$ cat config.mk
export PLATFORM = sky130hd
export DESIGN_NAME = gpr_writeback
export DESIGN_NICKNAME = d
export VERILOG_FILES = /design/src/rtl/gpr_writeback_pkg.sv /design/src/rtl/gpr_writeback_load_align.sv /design/src/rtl/gpr_writeback.sv
export SDC_FILE = /design/constraint.sdc
export NUM_CORES = 1
export LEC_CHECK = 0
export CORE_MARGIN = 1.5
export CORE_UTILIZATION = 45
export CTS_BUF_LIST = sky130_fd_sc_hd__clkbuf_8
export DETAILED_ROUTE_END_ITERATION = 6
export HOLD_SLACK_MARGIN = 0.1
export MAX_ROUTING_LAYER = met4
export PLACE_DENSITY = 0.88
export SLEW_MARGIN = 20
export SYNTH_ARGS = -nofsm -noshare
export SYNTH_HDL_FRONTEND = slang
export SYNTH_SLANG_ARGS = --single-unit
$ cat constraint.sdc
create_clock -name clk -period 5.15 [get_ports clk]
set_input_delay 1.545 -clock clk [delete_from_list [all_inputs] [get_ports clk]]
set_output_delay 1.545 -clock clk [all_outputs]
set_load 0.02 [all_outputs]
$ cat src/rtl/gpr_writeback_pkg.sv
// Shared definitions for the GPR write-side front end: load type encodings and byte-lane constants.
package gpr_writeback_pkg;

  typedef enum logic [2:0] {
    LD_LB   = 3'd0,
    LD_LBU  = 3'd1,
    LD_LH   = 3'd2,
    LD_LHU  = 3'd3,
    LD_LW   = 3'd4,
    LD_LWL  = 3'd5,
    LD_LWR  = 3'd6,
    LD_RSVD = 3'd7
  } ld_type_e;

  localparam int         BYTE_LANES  = 4;
  localparam logic [3:0] BYTE_EN_ALL = 4'b1111;

  // Sign- or zero-extend a byte to a full word.
  function automatic logic [31:0] ext_byte(input logic [7:0] b, input logic sign_s);
    return {{24{sign_s & b[7]}}, b};
  endfunction

  // Sign- or zero-extend a halfword to a full word.
  function automatic logic [31:0] ext_half(input logic [15:0] h, input logic sign_s);
    return {{16{sign_s & h[15]}}, h};
  endfunction

endpackage

$ cat src/rtl/gpr_writeback_load_align.sv
// Combinational MIPS load alignment: selects and extends bytes/halfwords and builds LWL/LWR merges.
module gpr_writeback_load_align
  import gpr_writeback_pkg::*;
(
  input  logic [2:0]  ld_type,
  input  logic [1:0]  offset,
  input  logic [31:0] word,
  output logic [31:0] data,
  output logic [3:0]  byte_en,
  output logic        illegal
);

  ld_type_e    type_s;
  logic [31:0] shifted_s;
  logic [15:0] half_s;

  assign type_s = ld_type_e'(ld_type);

  // Alignment mux: lane k is brought to the bottom by shifting right 8*k bits.
  always_comb begin
    shifted_s = word >> {offset, 3'b000};
    half_s    = offset[1] ? word[31:16] : word[15:0];
    data      = word;
    byte_en   = BYTE_EN_ALL;
    illegal   = 1'b0;
    case (type_s)
      LD_LB:  data = ext_byte(shifted_s[7:0], 1'b1);
      LD_LBU: data = ext_byte(shifted_s[7:0], 1'b0);
      LD_LH:  data = ext_half(half_s, 1'b1);
      LD_LHU: data = ext_half(half_s, 1'b0);
      LD_LW:  data = word;
      // 3-k equals ~k for a two-bit offset.
      LD_LWL: begin
        data    = word << {~offset, 3'b000};
        byte_en = BYTE_EN_ALL << ~offset;
      end
      LD_LWR: begin
        data    = shifted_s;
        byte_en = BYTE_EN_ALL >> offset;
      end
      default: begin
        data    = 32'h0000_0000;
        byte_en = 4'b0000;
        illegal = 1'b1;
      end
    endcase
  end

endmodule

$ cat src/rtl/gpr_writeback.sv
// GPR write port front end: merges ALU results and aligned load data into one registered write,
// tracks outstanding loads and flags read-after-write hazards for decode.
module gpr_writeback
  import gpr_writeback_pkg::*;
#(
  parameter int ADDR_WIDTH = 5,
  parameter int DATA_WIDTH = 32,
  parameter int LOAD_DEPTH = 2
) (
  input  logic                  clk,
  input  logic                  reset,
  input  logic                  alu_valid,
  output logic                  alu_ready,
  input  logic [ADDR_WIDTH-1:0] alu_rd,
  input  logic [DATA_WIDTH-1:0] alu_data,
  input  logic                  ld_req_valid,
  output logic                  ld_req_ready,
  input  logic [ADDR_WIDTH-1:0] ld_rd,
  input  logic [2:0]            ld_type,
  input  logic [1:0]            ld_offset,
  input  logic                  mem_rsp_valid,
  input  logic [DATA_WIDTH-1:0] mem_rsp_data,
  input  logic [ADDR_WIDTH-1:0] rs_addr,
  input  logic [ADDR_WIDTH-1:0] rt_addr,
  output logic                  hazard,
  output logic                  rsp_err,
  output logic                  gpr_write,
  output logic [ADDR_WIDTH-1:0] gpr_rd_addr,
  output logic [DATA_WIDTH-1:0] gpr_rd_in,
  output logic [3:0]            gpr_byte_en
);

  localparam int PTR_W = (LOAD_DEPTH > 1) ? $clog2(LOAD_DEPTH) : 1;
  localparam int CNT_W = $clog2(LOAD_DEPTH + 1);
  localparam logic [PTR_W-1:0]      PTR_LAST = PTR_W'(LOAD_DEPTH - 1);
  localparam logic [CNT_W-1:0]      CNT_FULL = CNT_W'(LOAD_DEPTH);
  localparam logic [ADDR_WIDTH-1:0] RD_ZERO  = '0;

  logic [ADDR_WIDTH-1:0] q_rd_r   [LOAD_DEPTH];
  logic [2:0]            q_type_r [LOAD_DEPTH];
  logic [1:0]            q_off_r  [LOAD_DEPTH];
  logic [LOAD_DEPTH-1:0] q_valid_r;
  logic [PTR_W-1:0]      wr_ptr_r;
  logic [PTR_W-1:0]      rd_ptr_r;
  logic [CNT_W-1:0]      count_r;

  logic                  not_empty_s;
  logic                  enq_s;
  logic                  deq_s;
  logic                  orphan_s;
  logic [ADDR_WIDTH-1:0] head_rd_s;
  logic [31:0]           align_data_s;
  logic [3:0]            align_be_s;
  logic                  align_illegal_s;
  logic                  rs_hit_s;
  logic                  rt_hit_s;
  logic                  wr_next_s;
  logic [ADDR_WIDTH-1:0] addr_next_s;
  logic [DATA_WIDTH-1:0] data_next_s;
  logic [3:0]            be_next_s;
  logic                  err_set_s;

  // Explicit wrap so non-power-of-two pointer ranges (depth 1) stay in bounds.
  function automatic logic [PTR_W-1:0] ptr_next(input logic [PTR_W-1:0] p);
    return (p == PTR_LAST) ? '0 : p + PTR_W'(1);
  endfunction

  assign not_empty_s  = (count_r != '0);
  assign ld_req_ready = (count_r != CNT_FULL);
  assign enq_s        = ld_req_valid && ld_req_ready;
  assign deq_s        = mem_rsp_valid && not_empty_s;
  assign orphan_s     = mem_rsp_valid && !not_empty_s;
  assign alu_ready    = !deq_s;
  assign head_rd_s    = q_rd_r[rd_ptr_r];

  gpr_writeback_load_align u_align (
    .ld_type (q_type_r[rd_ptr_r]),
    .offset  (q_off_r[rd_ptr_r]),
    .word    (mem_rsp_data),
    .data    (align_data_s),
    .byte_en (align_be_s),
    .illegal (align_illegal_s)
  );

  // Outstanding-load FIFO: entries, valid flags, pointers and occupancy.
  always_ff @(posedge clk or posedge reset) begin
    if (reset) begin
      wr_ptr_r  <= '0;
      rd_ptr_r  <= '0;
      count_r   <= '0;
      q_valid_r <= '0;
      for (int i = 0; i < LOAD_DEPTH; i++) begin
        q_rd_r[i]   <= '0;
        q_type_r[i] <= 3'd0;
        q_off_r[i]  <= 2'd0;
      end
    end else begin
      if (deq_s) begin
        q_valid_r[rd_ptr_r] <= 1'b0;
        rd_ptr_r            <= ptr_next(rd_ptr_r);
      end
      if (enq_s) begin
        q_rd_r[wr_ptr_r]    <= ld_rd;
        q_type_r[wr_ptr_r]  <= ld_type;
        q_off_r[wr_ptr_r]   <= ld_offset;
        q_valid_r[wr_ptr_r] <= 1'b1;
        wr_ptr_r            <= ptr_next(wr_ptr_r);
      end
      case ({enq_s, deq_s})
        2'b10:   count_r <= count_r + CNT_W'(1);
        2'b01:   count_r <= count_r - CNT_W'(1);
        default: count_r <= count_r;
      endcase
    end
  end

  // Hazard: a dequeuing entry is still valid here, and the output stage covers the pre-capture half cycle.
  always_comb begin
    rs_hit_s = gpr_write && (gpr_rd_addr == rs_addr);
    rt_hit_s = gpr_write && (gpr_rd_addr == rt_addr);
    for (int i = 0; i < LOAD_DEPTH; i++) begin
      if (q_valid_r[i]) begin
        rs_hit_s = rs_hit_s || (q_rd_r[i] == rs_addr);
        rt_hit_s = rt_hit_s || (q_rd_r[i] == rt_addr);
      end else begin
        rs_hit_s = rs_hit_s;
        rt_hit_s = rt_hit_s;
      end
    end
    hazard = ((rs_addr != RD_ZERO) && rs_hit_s) || ((rt_addr != RD_ZERO) && rt_hit_s);
  end

  // Write source selection: load responses win; r0 and illegal loads never write.
  always_comb begin
    wr_next_s   = 1'b0;
    addr_next_s = gpr_rd_addr;
    data_next_s = gpr_rd_in;
    be_next_s   = gpr_byte_en;
    err_set_s   = orphan_s;
    if (deq_s) begin
      if (align_illegal_s) begin
        err_set_s = 1'b1;
      end else if (head_rd_s != RD_ZERO) begin
        wr_next_s   = 1'b1;
        addr_next_s = head_rd_s;
        data_next_s = align_data_s;
        be_next_s   = align_be_s;
      end else begin
        wr_next_s = 1'b0;
      end
    end else if (alu_valid && (alu_rd != RD_ZERO)) begin
      wr_next_s   = 1'b1;
      addr_next_s = alu_rd;
      data_next_s = alu_data;
      be_next_s   = BYTE_EN_ALL;
    end else begin
      wr_next_s = 1'b0;
    end
  end

  // Output register, updated on posedge so the GPR's negedge capture sees stable values.
  always_ff @(posedge clk or posedge reset) begin
    if (reset) begin
      gpr_write   <= 1'b0;
      gpr_rd_addr <= '0;
      gpr_rd_in   <= '0;
      gpr_byte_en <= 4'b0000;
      rsp_err     <= 1'b0;
    end else begin
      gpr_write   <= wr_next_s;
      gpr_rd_addr <= addr_next_s;
      gpr_rd_in   <= data_next_s;
      gpr_byte_en <= be_next_s;
      rsp_err     <= rsp_err || err_set_s;
    end
  end

endmodule
==> results.cfg <==
[critical_path]
cp_max_fo = 4
crit_type = primary input to primary output
critPathSlowestCell = clkdlybuf4s50_1
critPathLaunchType = primary input
worstPathCellList = clkdlybuf4s50_1, xor2_1, nor4_1, nand3_1, and3_1, o22ai_1, dlygate4sd2_1
r2r_end = gpr_rd_in[15]$_DFFE_PP0P_
max_stage_delay_ns = 0.52
endpoint_kind = primary output
crit_path_start = rt_addr[1]
crit_buf_inv = 2
r2r_slack_ns = 1.76
ff2ff_path_depth = 6
cp.arrival_ns = 3.36
crit_family = buffers and inverters
r2r-start = count_r[0]$_DFFE_PP0P_
required_ns = 3.61

[sta]
worst_pin_slew_ns = 1.139
fin_worst_skew_ns = 0.01164
period_minus_slack_ns = 4.904
rsz0062_at_grt = no
setup_ws_ns = 0.2457
setup_violations = 0
fmax_mhz = 203.9
hold_violations = 0
relSlewSlack_pct = 22.13
slew_viol_final = 0
layout_worst_path_cycle_share_pct = 95.23

[drt]
viasPerCell = 6.377
drt_iter0_markers = 479
route.detailed.drc = 0
wl_per_cell_microns = 21.29
wirelength_microns = 17240
drtAntennaViolNets = 0
vias = 5165
dr.pass1.iters = 6

[synthesis]
synth_fp_nets = 638
yosysWarningCount = 0
avgSynthCellArea_sq_um = 9.159
synth_edf_count = 0
yosys-top-cells-area = dfrtp_1, a221oi_1, mux2_2
synth-seq-cells = 69
synth.distinct_cells = 57
synth_cells = 543
yosysSeqAreaShare_pct = 34.72
synth_area_sq_um = 4974
ys_async_sr_fraction_pct = 100.0
yosys.area.top_type_share_pct = 34.72
synthFlopType = dfrtp_1
synth_top_area_cell = dfrtp_1

[floorplan]
die_h_microns = 108.1
num_rows = 38
io_pins = 140
initial_core_util_pct = 46.08
die_w_microns = 108.1
core_sq_um = 10790
die_area_sq_um = 11690

[place]
port_buffers = 139
place.gp.congestion = 0.9848
dpl.cell_count = 794
post-dp-hpwl_microns = 12430
dp_worst_setup_slack_ns = -0.005406

[worst_hold_path]
hold_class = register to register
holdCritStartpoint = rsp_err$_DFF_PP0_
hold_end = rsp_err$_DFF_PP0_
holdPathStages = 1

[grt]
grt_max_degree = 52
overflow = 0
first_global_vias = 5028
grt_first_pass_wirelength_microns = 26740
antenna_found_initial = 0
grt_usage_pct = 30.78

[final_layout]
num-nets-final = 760
final_cells = 810
insertedDiodeCount = 0
area_growth_pct = 33.76
fin_util_pct = 61.64
layout-drive-gt1-share_pct = 9.851

[clock_tree]
path_clk_slew_ns = 0.08
h-tree-depth = 3
cts.sink_count = 69
cts_tree = built
cts_buffers = 9
clk_path_buf_depth = 2
cts_root_buf = clkbuf_8
clkLatencyLatePin_ns = 0.36
cts_setup_buffers = 0

[power]
peakVddDrop_v = 0.0003064
comb_power_share_pct = 64.3
power.leakage_nw = 2.597
power_switching_w = 0.002176
power.share.clock_pct = 10.1
intPower_w = 0.002267
pwr-share-seq_pct = 25.6
power-per-cell-area_nw_per_um2 = 667.9
power.total_w = 0.004443
swShare_pct = 48.97

[outcome]
status = finished, final reports clean

[flow_run]
cap_violations = 0
## cell families (layout without fill, tap and decap cells)
family	count (synthesis)	after routing	synth area share [%]
flops	69	69	34.72
fa+ha+maj	1	1	0.2515
xor+xnor	34	34	5.988
buf+inv	59	186	4.906
mux	52	52	13.18
compound gates	177	177	25.71
simple gates	151	151	15.25
## registers in the layout, indices dropped and copies added (netlist names)
name / count
gpr_rd_in: 32
rsp_err: 1
q_valid_r: 2
count_r: 2
q_type_r: 6
q_off_r: 4
rd_ptr_r: 1
wr_ptr_r: 1
q_rd_r: 10
gpr_rd_addr: 5
gpr_write: 1
gpr_byte_en: 4
## cells in the mapped netlist, drive strengths merged, types with 9 or more instances
master	count
a21boi	9
a21oi	28
a221oi	31
buf	14
clkbuf	23
dfrtp	69
inv	22
mux2	22
mux2i	22
nand2	32
nand3	33
nor2	41
o211ai	19
o21ai	21
o22ai	24
o2bb2ai	9
xnor2	9
xor2	25
## cells in the final DEF, fill, tap and decap left out, types with 3 or more instances in the layout
cell	synthesis	routed
a221oi_1	31	31
a2111oi_0	7	7
mux4_2	8	8
o31ai_1	8	8
xnor2_1	9	9
and3_1	3	3
nor2b_1	7	7
nor3b_1	4	4
nand2_1	32	32
clkdlybuf4s50_1	0	138
a211oi_1	8	8
a21oi_1	28	28
nor3_1	3	3
clkbuf_8	0	10
buf_4	2	9
nand3_1	33	33
nor2_1	40	40
o2bb2ai_1	8	8
dfrtp_1	69	69
nand2b_1	5	5
nor4_1	7	7
o22ai_1	24	24
o211ai_1	19	19
mux2i_1	21	20
xor2_1	25	25
o21ai_0	17	17
o21ai_1	4	3
a21boi_0	9	9
and4b_1	3	3
inv_1	21	22
mux2_2	21	21
## final cells by class
cell class              count  area, sq um
flip-flops and latches     69         1727
fillers                   903         4140
well taps                 140        175.2
inverters                  22        82.58
clock inverters             6        55.05
clock buffers              10        137.6
repair buffers            148         1458
multi-input cells         415         3018
## per-layer routing
layer / share of wire (%) / wire length, microns / vias to the layer above / track usage (%)
li1: - / - / 2325 / -
met1: 42 / 7193 / 2458 / 40.37
met2: 46 / 7922 / 344 / 47.11
met5: 0 / 0 / - / -
met3: 11 / 1823 / 38 / 8.198
met4: 1.8 / 304 / 0 / 8.553
## worst max-delay path by stage
stage,endpoint,slack [ns],cells past startpoint
5_1_grt,hazard,0.20,7
3_3_place_gp,hazard,0.08,7
3_5_place_dp,hazard,-0.005,7
6_report,hazard,0.25,7
4_1_cts,hazard,0.26,7
2_1_floorplan,hazard,1.04,5
## repair_timing
item,in CTS,in global routing
hold buffers,0,0
endpoints found under the setup margin,1,0
gates resized for setup,1,0
## through the flow
| stage | hold WS (ns) | cell area (sq um) | setup TNS [ns] |
|---|---|---|---|
| final | 0.4815 | 6653 | 0 |
| after global routing | 0.5208 | 6653 | 0 |
| after CTS | 0.4831 | 6653 | 0 |
| after detailed placement | 0.4599 | 6461 | -0.005406 |
| after global placement | 0.4508 | 6461 | 0 |
| after floorplan | 0.4598 | 4974 | 0 |
## power by group through the flow
stage	sequential (W)	combinational, W	clock (W)
3_3_place_gp	0.00112	0.00274	0
3_5_place_dp	0.00114	0.00280	0
2_1_floorplan	0.00119	0.00177	0
4_1_cts	0.00113	0.00281	0.000459
6_report	0.00114	0.00286	0.000450
5_1_grt	0.00117	0.00307	0.000485
(Power assumes the default switching activity.)
